--- config.mk ---
export PLATFORM = sky130hd
export DESIGN_NAME = tdp_burst_sched
export DESIGN_NICKNAME = d
export VERILOG_FILES = /design/src/rtl/npu_mem_pkg.sv /design/src/rtl/rr_arbiter.sv /design/src/rtl/tdp_burst_sched.sv
export SDC_FILE = /design/constraint.sdc
export NUM_CORES = 1
export LEC_CHECK = 0
export BUFFER_PORTS_ARGS = -buffer_cell sky130_fd_sc_hd__buf_4
export CAP_MARGIN = 20
export CORE_UTILIZATION = 45
export CTS_CLUSTER_SIZE = 12
export DETAILED_ROUTE_END_ITERATION = 16
export GPL_TIMING_DRIVEN = 0
export PLACE_DENSITY = 0.85
export SYNTH_ARGS = -nofsm -noshare
export SYNTH_HDL_FRONTEND = slang
export SYNTH_SLANG_ARGS = --single-unit
--- constraint.sdc ---
create_clock -name clk -period 2.1 [get_ports clk]
set_input_delay 0.21 -clock clk [delete_from_list [all_inputs] [get_ports clk]]
set_output_delay 0.21 -clock clk [all_outputs]
set_load 0.1 [all_outputs]
--- src/rtl/npu_mem_pkg.sv ---
// Shared constants and scheduler state type for the activation/weight RAM port logic.
package npu_mem_pkg;

  localparam int unsigned NPU_MEM_DEPTH = 20480;
  localparam int unsigned NPU_ADDR_W    = 16;
  localparam int unsigned NPU_DATA_W    = 16;

  typedef enum logic [1:0] {
    IDLE,
    BURST,
    DONE
  } sched_state_t;

endpackage

--- src/rtl/rr_arbiter.sv ---
// Round-robin arbiter: one-hot grant to the first requester at or after ptr.
module rr_arbiter #(
  parameter int unsigned NUM_REQ = 2,
  parameter int unsigned IDX_W   = 1
) (
  input  logic [NUM_REQ-1:0] req,
  input  logic [IDX_W-1:0]   ptr,
  output logic [NUM_REQ-1:0] gnt
);

  logic             found;
  logic [IDX_W-1:0] idx;

  always_comb begin
    gnt   = '0;
    found = 1'b0;
    idx   = '0;
    for (int unsigned i = 0; i < NUM_REQ; i++) begin
      idx = IDX_W'((32'(ptr) + i) % NUM_REQ);
      if (!found && req[idx]) begin
        gnt[idx] = 1'b1;
        found    = 1'b1;
      end
    end
  end

endmodule

--- src/rtl/tdp_burst_sched.sv ---
// Burst scheduler sharing one TDP RAM port between NUM_REQ requesters.
// Optional bounds rejection of bursts is enabled by defining TDP_BOUNDS_CHK_EN.
module tdp_burst_sched
  import npu_mem_pkg::*;
#(
  parameter int unsigned NUM_REQ   = 2,
  parameter int unsigned ADDR_W    = NPU_ADDR_W,
  parameter int unsigned DATA_W    = NPU_DATA_W,
  parameter int unsigned LEN_W     = 8,
  parameter int unsigned MEM_DEPTH = NPU_MEM_DEPTH
) (
  input  logic                      clk,
  input  logic                      rst_n,
  input  logic [NUM_REQ-1:0]        req_valid,
  output logic [NUM_REQ-1:0]        req_ready,
  input  logic [NUM_REQ-1:0]        req_we,
  input  logic [NUM_REQ*ADDR_W-1:0] req_addr,
  input  logic [NUM_REQ*LEN_W-1:0]  req_len,
  input  logic [NUM_REQ-1:0]        wd_valid,
  output logic [NUM_REQ-1:0]        wd_ready,
  input  logic [NUM_REQ*DATA_W-1:0] wd_data,
  output logic [NUM_REQ-1:0]        rd_valid,
  output logic [DATA_W-1:0]         rd_data,
  output logic [NUM_REQ-1:0]        done,
  output logic [NUM_REQ-1:0]        err,
  output logic                      mem_we,
  output logic [ADDR_W-1:0]         mem_addr,
  output logic [DATA_W-1:0]         mem_din,
  input  logic [DATA_W-1:0]         mem_dout
);

  localparam int unsigned IDX_W = (NUM_REQ > 1) ? $clog2(NUM_REQ) : 1;

  sched_state_t        state_q, state_d;
  logic [IDX_W-1:0]    ptr_q, ptr_d, gidx_q, gidx_d, gidx_c;
  logic [NUM_REQ-1:0]  gnt, gnt_q, gnt_d;
  logic [ADDR_W-1:0]   addr_q, addr_d, addr_nxt, acc_addr;
  logic [LEN_W-1:0]    len_q, len_d, cnt_q, cnt_d, acc_len;
  logic                we_q, we_d, fire, bad;
  logic [NUM_REQ-1:0]  rd_valid_q;
  logic [DATA_W-1:0]   rd_data_q;

  rr_arbiter #(
    .NUM_REQ (NUM_REQ),
    .IDX_W   (IDX_W)
  ) u_arb (
    .req (req_valid),
    .ptr (ptr_q),
    .gnt (gnt)
  );

  always_comb begin
    gidx_c = '0;
    for (int unsigned i = 0; i < NUM_REQ; i++) begin
      if (gnt[i]) gidx_c = IDX_W'(i);
    end
  end

  assign acc_addr = req_addr[gidx_c*ADDR_W +: ADDR_W];
  assign acc_len  = req_len[gidx_c*LEN_W +: LEN_W];

`ifdef TDP_BOUNDS_CHK_EN
  logic [ADDR_W:0] acc_end;
  logic            err_q;

  assign acc_end = {1'b0, acc_addr} + (ADDR_W+1)'(acc_len);
  assign bad     = ({1'b0, acc_addr} >= (ADDR_W+1)'(MEM_DEPTH)) ||
                   (acc_end >= (ADDR_W+1)'(MEM_DEPTH));

  always_ff @(posedge clk or negedge rst_n) begin
    if (!rst_n) begin
      err_q <= 1'b0;
    end else if (state_q == IDLE) begin
      err_q <= bad;
    end
  end

  assign err = (state_q == DONE && err_q) ? gnt_q : '0;
`else
  assign bad = 1'b0;
  assign err = '0;
`endif

  // Write beats fire only with data present; read beats fire every BURST cycle.
  assign fire     = (state_q == BURST) && (!we_q || wd_valid[gidx_q]);
  assign addr_nxt = (addr_q == ADDR_W'(MEM_DEPTH - 1)) ? '0 : addr_q + 1'b1;

  always_comb begin
    state_d = state_q;
    ptr_d   = ptr_q;
    gidx_d  = gidx_q;
    gnt_d   = gnt_q;
    addr_d  = addr_q;
    len_d   = len_q;
    cnt_d   = cnt_q;
    we_d    = we_q;
    unique case (state_q)
      IDLE: begin
        if (|req_valid) begin
          gidx_d  = gidx_c;
          gnt_d   = gnt;
          addr_d  = acc_addr;
          len_d   = acc_len;
          we_d    = req_we[gidx_c];
          cnt_d   = '0;
          state_d = bad ? DONE : BURST;
        end
      end
      BURST: begin
        if (fire) begin
          addr_d = addr_nxt;
          cnt_d  = cnt_q + 1'b1;
          if (cnt_q == len_q) state_d = DONE;
        end
      end
      DONE: begin
        ptr_d   = (gidx_q == IDX_W'(NUM_REQ - 1)) ? '0 : gidx_q + 1'b1;
        state_d = IDLE;
      end
      default: state_d = IDLE;
    endcase
  end

  always_comb begin
    req_ready = '0;
    wd_ready  = '0;
    done      = '0;
    mem_we    = 1'b0;
    mem_addr  = '0;
    mem_din   = '0;
    if (state_q == IDLE) req_ready = gnt;
    if (state_q == BURST) begin
      mem_addr = addr_q;
      if (we_q) begin
        wd_ready = gnt_q & wd_valid;
        mem_we   = fire;
        if (fire) mem_din = wd_data[gidx_q*DATA_W +: DATA_W];
      end
    end
    if (state_q == DONE) done = gnt_q;
  end

  always_ff @(posedge clk or negedge rst_n) begin
    if (!rst_n) begin
      state_q    <= IDLE;
      ptr_q      <= '0;
      gidx_q     <= '0;
      gnt_q      <= '0;
      addr_q     <= '0;
      len_q      <= '0;
      cnt_q      <= '0;
      we_q       <= 1'b0;
      rd_valid_q <= '0;
      rd_data_q  <= '0;
    end else begin
      state_q    <= state_d;
      ptr_q      <= ptr_d;
      gidx_q     <= gidx_d;
      gnt_q      <= gnt_d;
      addr_q     <= addr_d;
      len_q      <= len_d;
      cnt_q      <= cnt_d;
      we_q       <= we_d;
      rd_valid_q <= (fire && !we_q) ? gnt_q : '0;
      if (fire && !we_q) rd_data_q <= mem_dout;
    end
  end

  assign rd_valid = rd_valid_q;
  assign rd_data  = rd_data_q;

endmodule

==> run metrics, run 1 <==
Max Clk Rate roughly 0.49 GHz; Synth top cells by count 56 x dfrtp_1, 50 x nor2_1, 44 x nand2_1; startpoint class of the critical path flip-flop; Synth Register Bits 56; vias in the first global route between 3000 and 4000; Final ANT Viol Nets 0; setup TNS 0 ns; total CTS buffers 5; Hold Violations, Final 0; CP max stage cell dfrtp_1; Top FF cell, synth dfrtp_1; placed insts between 600 and 700; WL final between 10 and 15 mm; Gate Count Post-Synth about 380; post-synth top area cell dfrtp_1; CTS tree done; synth top area cells dfrtp_1 41%, mux2_2 7.3%, mux2i_1 5.9%; max incr delay on CP between 0.4 and 0.5 ns; PortBufs 160; vias post-DR about 3700; final instance area 5290 µm²; # diodes 0; # H-tree levels 2; Wirelength per Cell ~18 µm; Reg-to-Reg Start gidx_q$_DFFE_PN0P_; antenna violations before repair 0; die area 7880 µm²; status complete, no violations; fin crit share 0.967; fin. max-slew vios 0; nets around 660; EDFF count, synth 0; Yosys cell types 50; die height between 80 and 90 µm; count of TritonRoute iterations in the first routing pass 7; Setup Crit Path Kind flip-flop to output pin; max-capacitance violation count 0; CTS Sinks 56; Worst Setup End Kind output pin; largest net degree at the start of global routing 57; top-count cell post-synth dfrtp_1; reg2reg end addr_q[0]$_DFFE_PN0P_; mapped cell area approximately 3400 µm²; R2R depth 6; total global routing overflow 0; Min Clock Period, post-route 2.03 ns; clock skew between 0.01 and 0.015 ns; Post-synth ARST share 1.00; first-pass GRT wire length 17.2 mm; share of the synthesized area in the top cell type 0.413; Final Setup Violations 0; Seq/Total Area, Yosys 0.413; layout overhead on the synthesized area 56.1%; Cell Chain, Critical Path mux2i_4, nand2_1, nand3_4, clkbuf_16, clkinvlp_4, buf_6; clock slew seen by the registers of the worst setup and hold paths roughly 0.11 ns; HP Class input port to flip-flop; Hold EP rd_data[10]$_DFFE_PN0P_; standard-cell rows 31; Synth Area per Inst around 8.9 µm²; critical path required time 1.89 ns; Slew Limit Headroom 0.430; Residual DRC 0; WHS Path Cells 2; YS warnings 0; layout cells sized above 1 0.444; hold wc startpoint mem_dout[10]; DP Wirelength 8.37 mm; routability cong. about 0.96; placed cell area ~5000 µm²; Die Span X 88.8 µm; CTS Buffer Depth 2; core area roughly 7300 µm²; final hold slack around 0.11 ns; total track usage 0.289; Root Buffer clkbuf_8; Crit path arrival time approximately 1.8 ns; Worst Path Max Fanout 10; DR iter-0 viols 230; worst slew pin tran about 0.85 ns; Clock Latency Late Sink approximately 0.32 ns; Avg Vias per Cell around 5.7; Finished Layout Cells between 600 and 700; Initial Utilization 0.467; # IOs roughly 160; R2R setup slack approximately 0.1 ns
==> flip-flops by register name (all words and copies together), names as in the netlist <==
name and count:
we_q 1, gidx_q 1, gnt_q 1, ptr_q 1, len_q 8, rd_valid 2
rd_data 16, state_q 2, addr_q 16, cnt_q 8
==> placed cells by master (no fill, tap or decap), types with 3 or more instances in the layout <==
cell type / count
clkbuf_8: 7
xor2_1: 9
and2_1: 16
clkbuf_1: 6
o2bb2a_1: 3
clkbuf_2: 4
a21boi_0: 6
a21oi_1: 12
nor2_4: 17
mux2_2: 22
nand4_1: 5
a31oi_1: 10
nand2_1: 44
o21ai_0: 11
dfrtp_2: 3
dfrtp_1: 53
nor4_1: 3
o31ai_1: 5
buf_6: 23
inv_1: 5
buf_4: 141
or3_1: 3
buf_12: 4
nor3_1: 6
and3_1: 12
a21o_1: 4
buf_2: 5
mux2i_1: 19
nor2_2: 7
nand3_1: 17
nor2_1: 26
==> critical path: cells and delay by family (launching register included) <==
family | cells | cell delay [ns]
buffers and inverters | 3 | 0.49
flip-flops | 1 | 0.41
AND/OR/NAND/NOR | 2 | 0.32
multiplexers | 1 | 0.28
==> cell type report <==
class	instances	area, µm²
plain buffers	23	148
clock buffers	6	82.6
clock inverters	2	38.8
fillers	538	1960
inverters	6	26.3
multi-input cells	296	2070
flip-flops and latches	56	1410
well taps	99	124
repair buffers	167	1400
==> repair_timing <==
item,in CTS,in global routing
endpoints found under the hold margin,56,0
buffers inserted,2,4
setup endpoints to repair,54,45
resized for setup,52,14
pin swaps,0,0
hold buffers,1,0
==> logic make-up (layout without fill, tap and decap cells) <==
group | after synthesis | in the layout | share of synthesized area
xor gates and xnor gates | 11 | 11 | 0.0284
and+or+nand+nor | 164 | 164 | 0.227
buffers and inverters | 31 | 204 | 0.0380
AOI/OAI and AO/OA | 75 | 75 | 0.153
other | 1 | 2 | 0.00111
muxes | 42 | 42 | 0.132
DFF | 56 | 56 | 0.413
adders and majority gates | 2 | 2 | 0.00738
==> routing by layer <==
| layer | track usage | wire, µm | up-vias |
|---|---|---|---|
| met5 | 0 | 0 | - |
| met4 | 0.103 | 255 | 0 |
| met3 | 0.0438 | 894 | 21 |
| met2 | 0.538 | 6170 | 203 |
| met1 | 0.334 | 4230 | 1771 |
| li1 | - | - | 1709 |
==> worst max path at each step <==
stage	startpoint	endpoint	slack (ns)	cells after the start
after floorplan	state_q[1]$_DFFE_PN0P_	req_ready[0]	-0.35	4
after global placement	state_q[1]$_DFFE_PN0P_	mem_din[11]	-0.31	7
after detailed placement	state_q[1]$_DFFE_PN0P_	mem_din[11]	-0.33	7
after CTS	gidx_q$_DFFE_PN0P_	mem_din[11]	0.02	4
after global routing	ptr_q$_DFFE_PN0N_	req_ready[1]	-0.0005	6
final	gidx_q$_DFFE_PN0P_	mem_we	0.07	6
==> metrics by stage <==
stage                     setup slack, ns  utilization
after global placement             -0.310        0.673
final                              0.0683        0.729
after floorplan                    -0.348            -
after detailed placement           -0.334        0.673
after global routing            -0.000512        0.729
after CTS                          0.0177        0.721
Power of run 1 is not shown: default switching activity piles up to over one toggle a cycle in this logic, so the estimate is an artifact.
==> inputs of run 2 (changes only) <==
==> constraint.sdc (replaced) <==
create_clock -name clk -period 2 [get_ports clk]
set_input_delay 0.2 -clock clk [delete_from_list [all_inputs] [get_ports clk]]
set_output_delay 0.2 -clock clk [all_outputs]
set_load 0.1 [all_outputs]
==> run 2 against run 1 <==
  * Core utilization is 2.6 points higher
  * Critical path depth stayed put
  * Design area increased by 3.6%
  * Die area stayed put
  * Global-route usage up 1.5 points
  * First-iteration DRC count grew 8.7%
  * Flip-flop and latch count unchanged
  * Clock-buffer cell count is the same
  * Register-to-register slack lost 0.02 ns
  * Critical path type unchanged
  * Critical endpoint unchanged
==> run metrics, run 2 (synthesis results as in run 1) <==
Max Clk Rate between 0.5 and 0.6 GHz; WHS Path Cells 2 (unchanged); Slew Limit Headroom 0.509 (+0.0782); Reg-to-Reg Start state_q[1]$_DFFE_PN0P_; vias in the first global route 3702 (+2.5%); RSZ-0062 raised after global routing yes; Min Clock Period, post-route between 1.5 and 2 ns; core area 7250 µm² (unchanged); Wirelength per Cell 17.9 µm (+1.5%); CP max stage cell dfrtp_1; Die Span X 88.8 µm (unchanged); Hold Violations, Final 0 (unchanged); Final ANT Viol Nets 0 (unchanged); WL final 11.8 mm (+2.4%); Worst Path Max Fanout 5 (-5); R2R depth 5 (-1); CTS Sinks 56 (unchanged); max-capacitance violation count 0 (unchanged); standard-cell rows 31 (unchanged); clock skew 0.00978 ns (-0.00299 ns); Setup Crit Path Kind flip-flop to output pin; fin crit share 0.995; most common cell after layout, fill and taps aside buf_4; Crit path arrival time 1.79 ns (-0.03 ns); startpoint class of the critical path flip-flop; status complete, no violations; Final Setup Violations 0 (unchanged); routability cong. 0.925 (-3.6%); clock slew seen by the registers of the worst setup and hold paths 0.11 ns (about the same); CTS Buffer Depth 2 (unchanged); hold wc startpoint mem_dout[0]; DR iter-0 viols 250 (+8.7%); CTS tree done; critical path required time 1.80 ns (-0.09 ns); worst slew pin tran 0.737 ns (-0.112 ns); R2R setup slack 0.08 ns (-0.02 ns); Worst Setup End Kind output pin; total track usage 0.304 (+0.0150); fin. max-slew vios 0 (unchanged); multi-input logic area 2100 µm² (+1.5%); Storage cell area 1400 µm² (about the same); Initial Utilization 0.467 (unchanged); total CTS buffers 5 (unchanged); total global routing overflow 0 (unchanged); Cell Chain, Critical Path mux2i_4, nand2_2, nand3_4, clkbuf_16, clkinvlp_4, buf_6; # IOs 163 (unchanged); layout cells sized above 1 0.480 (+0.0362); vias post-DR 3759 (+1.5%); PortBufs 160 (unchanged); most frequent cells in the layout 149 x buf_4, 54 x dfrtp_1, 42 x nand2_1; die height 88.8 µm (unchanged); largest net degree at the start of global routing 57 (unchanged); count of TritonRoute iterations in the first routing pass 5 (-2); Residual DRC 0 (unchanged); HP Class input port to flip-flop; setup TNS 0 ns (unchanged); die area 7880 µm² (unchanged); Root Buffer clkbuf_8; # diodes 0 (unchanged); WP buf/inv 3 (unchanged); nets 667 (+0.91%); Avg Vias per Cell 5.69 (+0.56%); antenna violations before repair 0 (unchanged); layout overhead on the synthesized area 61.7%; dominant delay contributor by cell family on the critical path buffers and inverters; Clock Latency Late Sink 0.33 ns (about the same); first-pass GRT wire length 18.0 mm (+4.5%); Hold EP rd_data[0]$_DFFE_PN0P_; DP Wirelength 8.19 mm (-2.2%); # H-tree levels 2 (unchanged); reg2reg end addr_q[7]$_DFFE_PN0P_; max incr delay on CP 0.43 ns (+0.02 ns); fillers 490 (-8.9%)
run 2: layout make-up:
cell class	instances	area share
buffer	20	0.0265
clock buffer	6	0.0132
clock inverter	2	0.00297
inverter	6	0.00479
multi-input combinational	296	0.383
sequential	56	0.256
tap	99	0.0226
timing repair buffer	176	0.291
run 2: timing repair:
action | CTS | global route
setup endpoints to repair | 65 | 66
setup buffers | 7 | 7
gates cloned | 1 | 0
resized for setup | 68 | 31
pin swaps | 3 | 11
hold buffers | 1 | 0
hold endpoints to repair | 56 | 0
run 2: through the flow:
stage | setup WS (ns) | hold WS (ns) | instance area, µm² | std cells | util
finish | 0.0106 | 0.0971 | 5480 | 661 | 0.756
global route | -0.0628 | 0.0964 | 5480 | 661 | 0.756
CTS | 0.00654 | 0.0975 | 5340 | 655 | 0.736
detailed placement | -0.258 | 0.301 | 4910 | 642 | 0.677
global placement | -0.231 | 0.299 | 4910 | 642 | 0.677
floorplan | -0.438 | -0.0956 | 3580 | 383 | -
run 2: metal layers:
metal | part of all wire | vias to the layer above | GRT usage | routed length [µm]
met5 | 0 | - | 0 | 0
li1 | - | 1719 | - | -
met1 | 0.37 | 1800 | 0.356 | 4430
met3 | 0.074 | 20 | 0.0588 | 871
met4 | 0.018 | 0 | 0.109 | 210
met2 | 0.53 | 220 | 0.552 | 6310
run 2: worst reg2reg max path, cell delays in order (launching register included):
cell and delay (ns):
dfrtp_2 0.47, nand2b_1 0.20, clkbuf_2 0.26, a21oi_2 0.36, nand2_1 0.18, o311ai_0 0.34
run 2: worst max-delay path by stage:
stage / from / endpoint / slack [ns] / cells past startpoint
after global routing: gidx_q$_DFFE_PN0P_ / mem_we / -0.06 / 6
after floorplan: state_q[1]$_DFFE_PN0P_ / req_ready[0] / -0.44 / 4
after CTS: state_q[0]$_DFFE_PN0P_ / mem_din[9] / 0.007 / 7
final: gidx_q$_DFFE_PN0P_ / mem_we / 0.01 / 6
after detailed placement: state_q[1]$_DFFE_PN0P_ / mem_din[9] / -0.26 / 7
after global placement: state_q[1]$_DFFE_PN0P_ / mem_din[8] / -0.23 / 7
Power of run 2 is left out for the same reason.
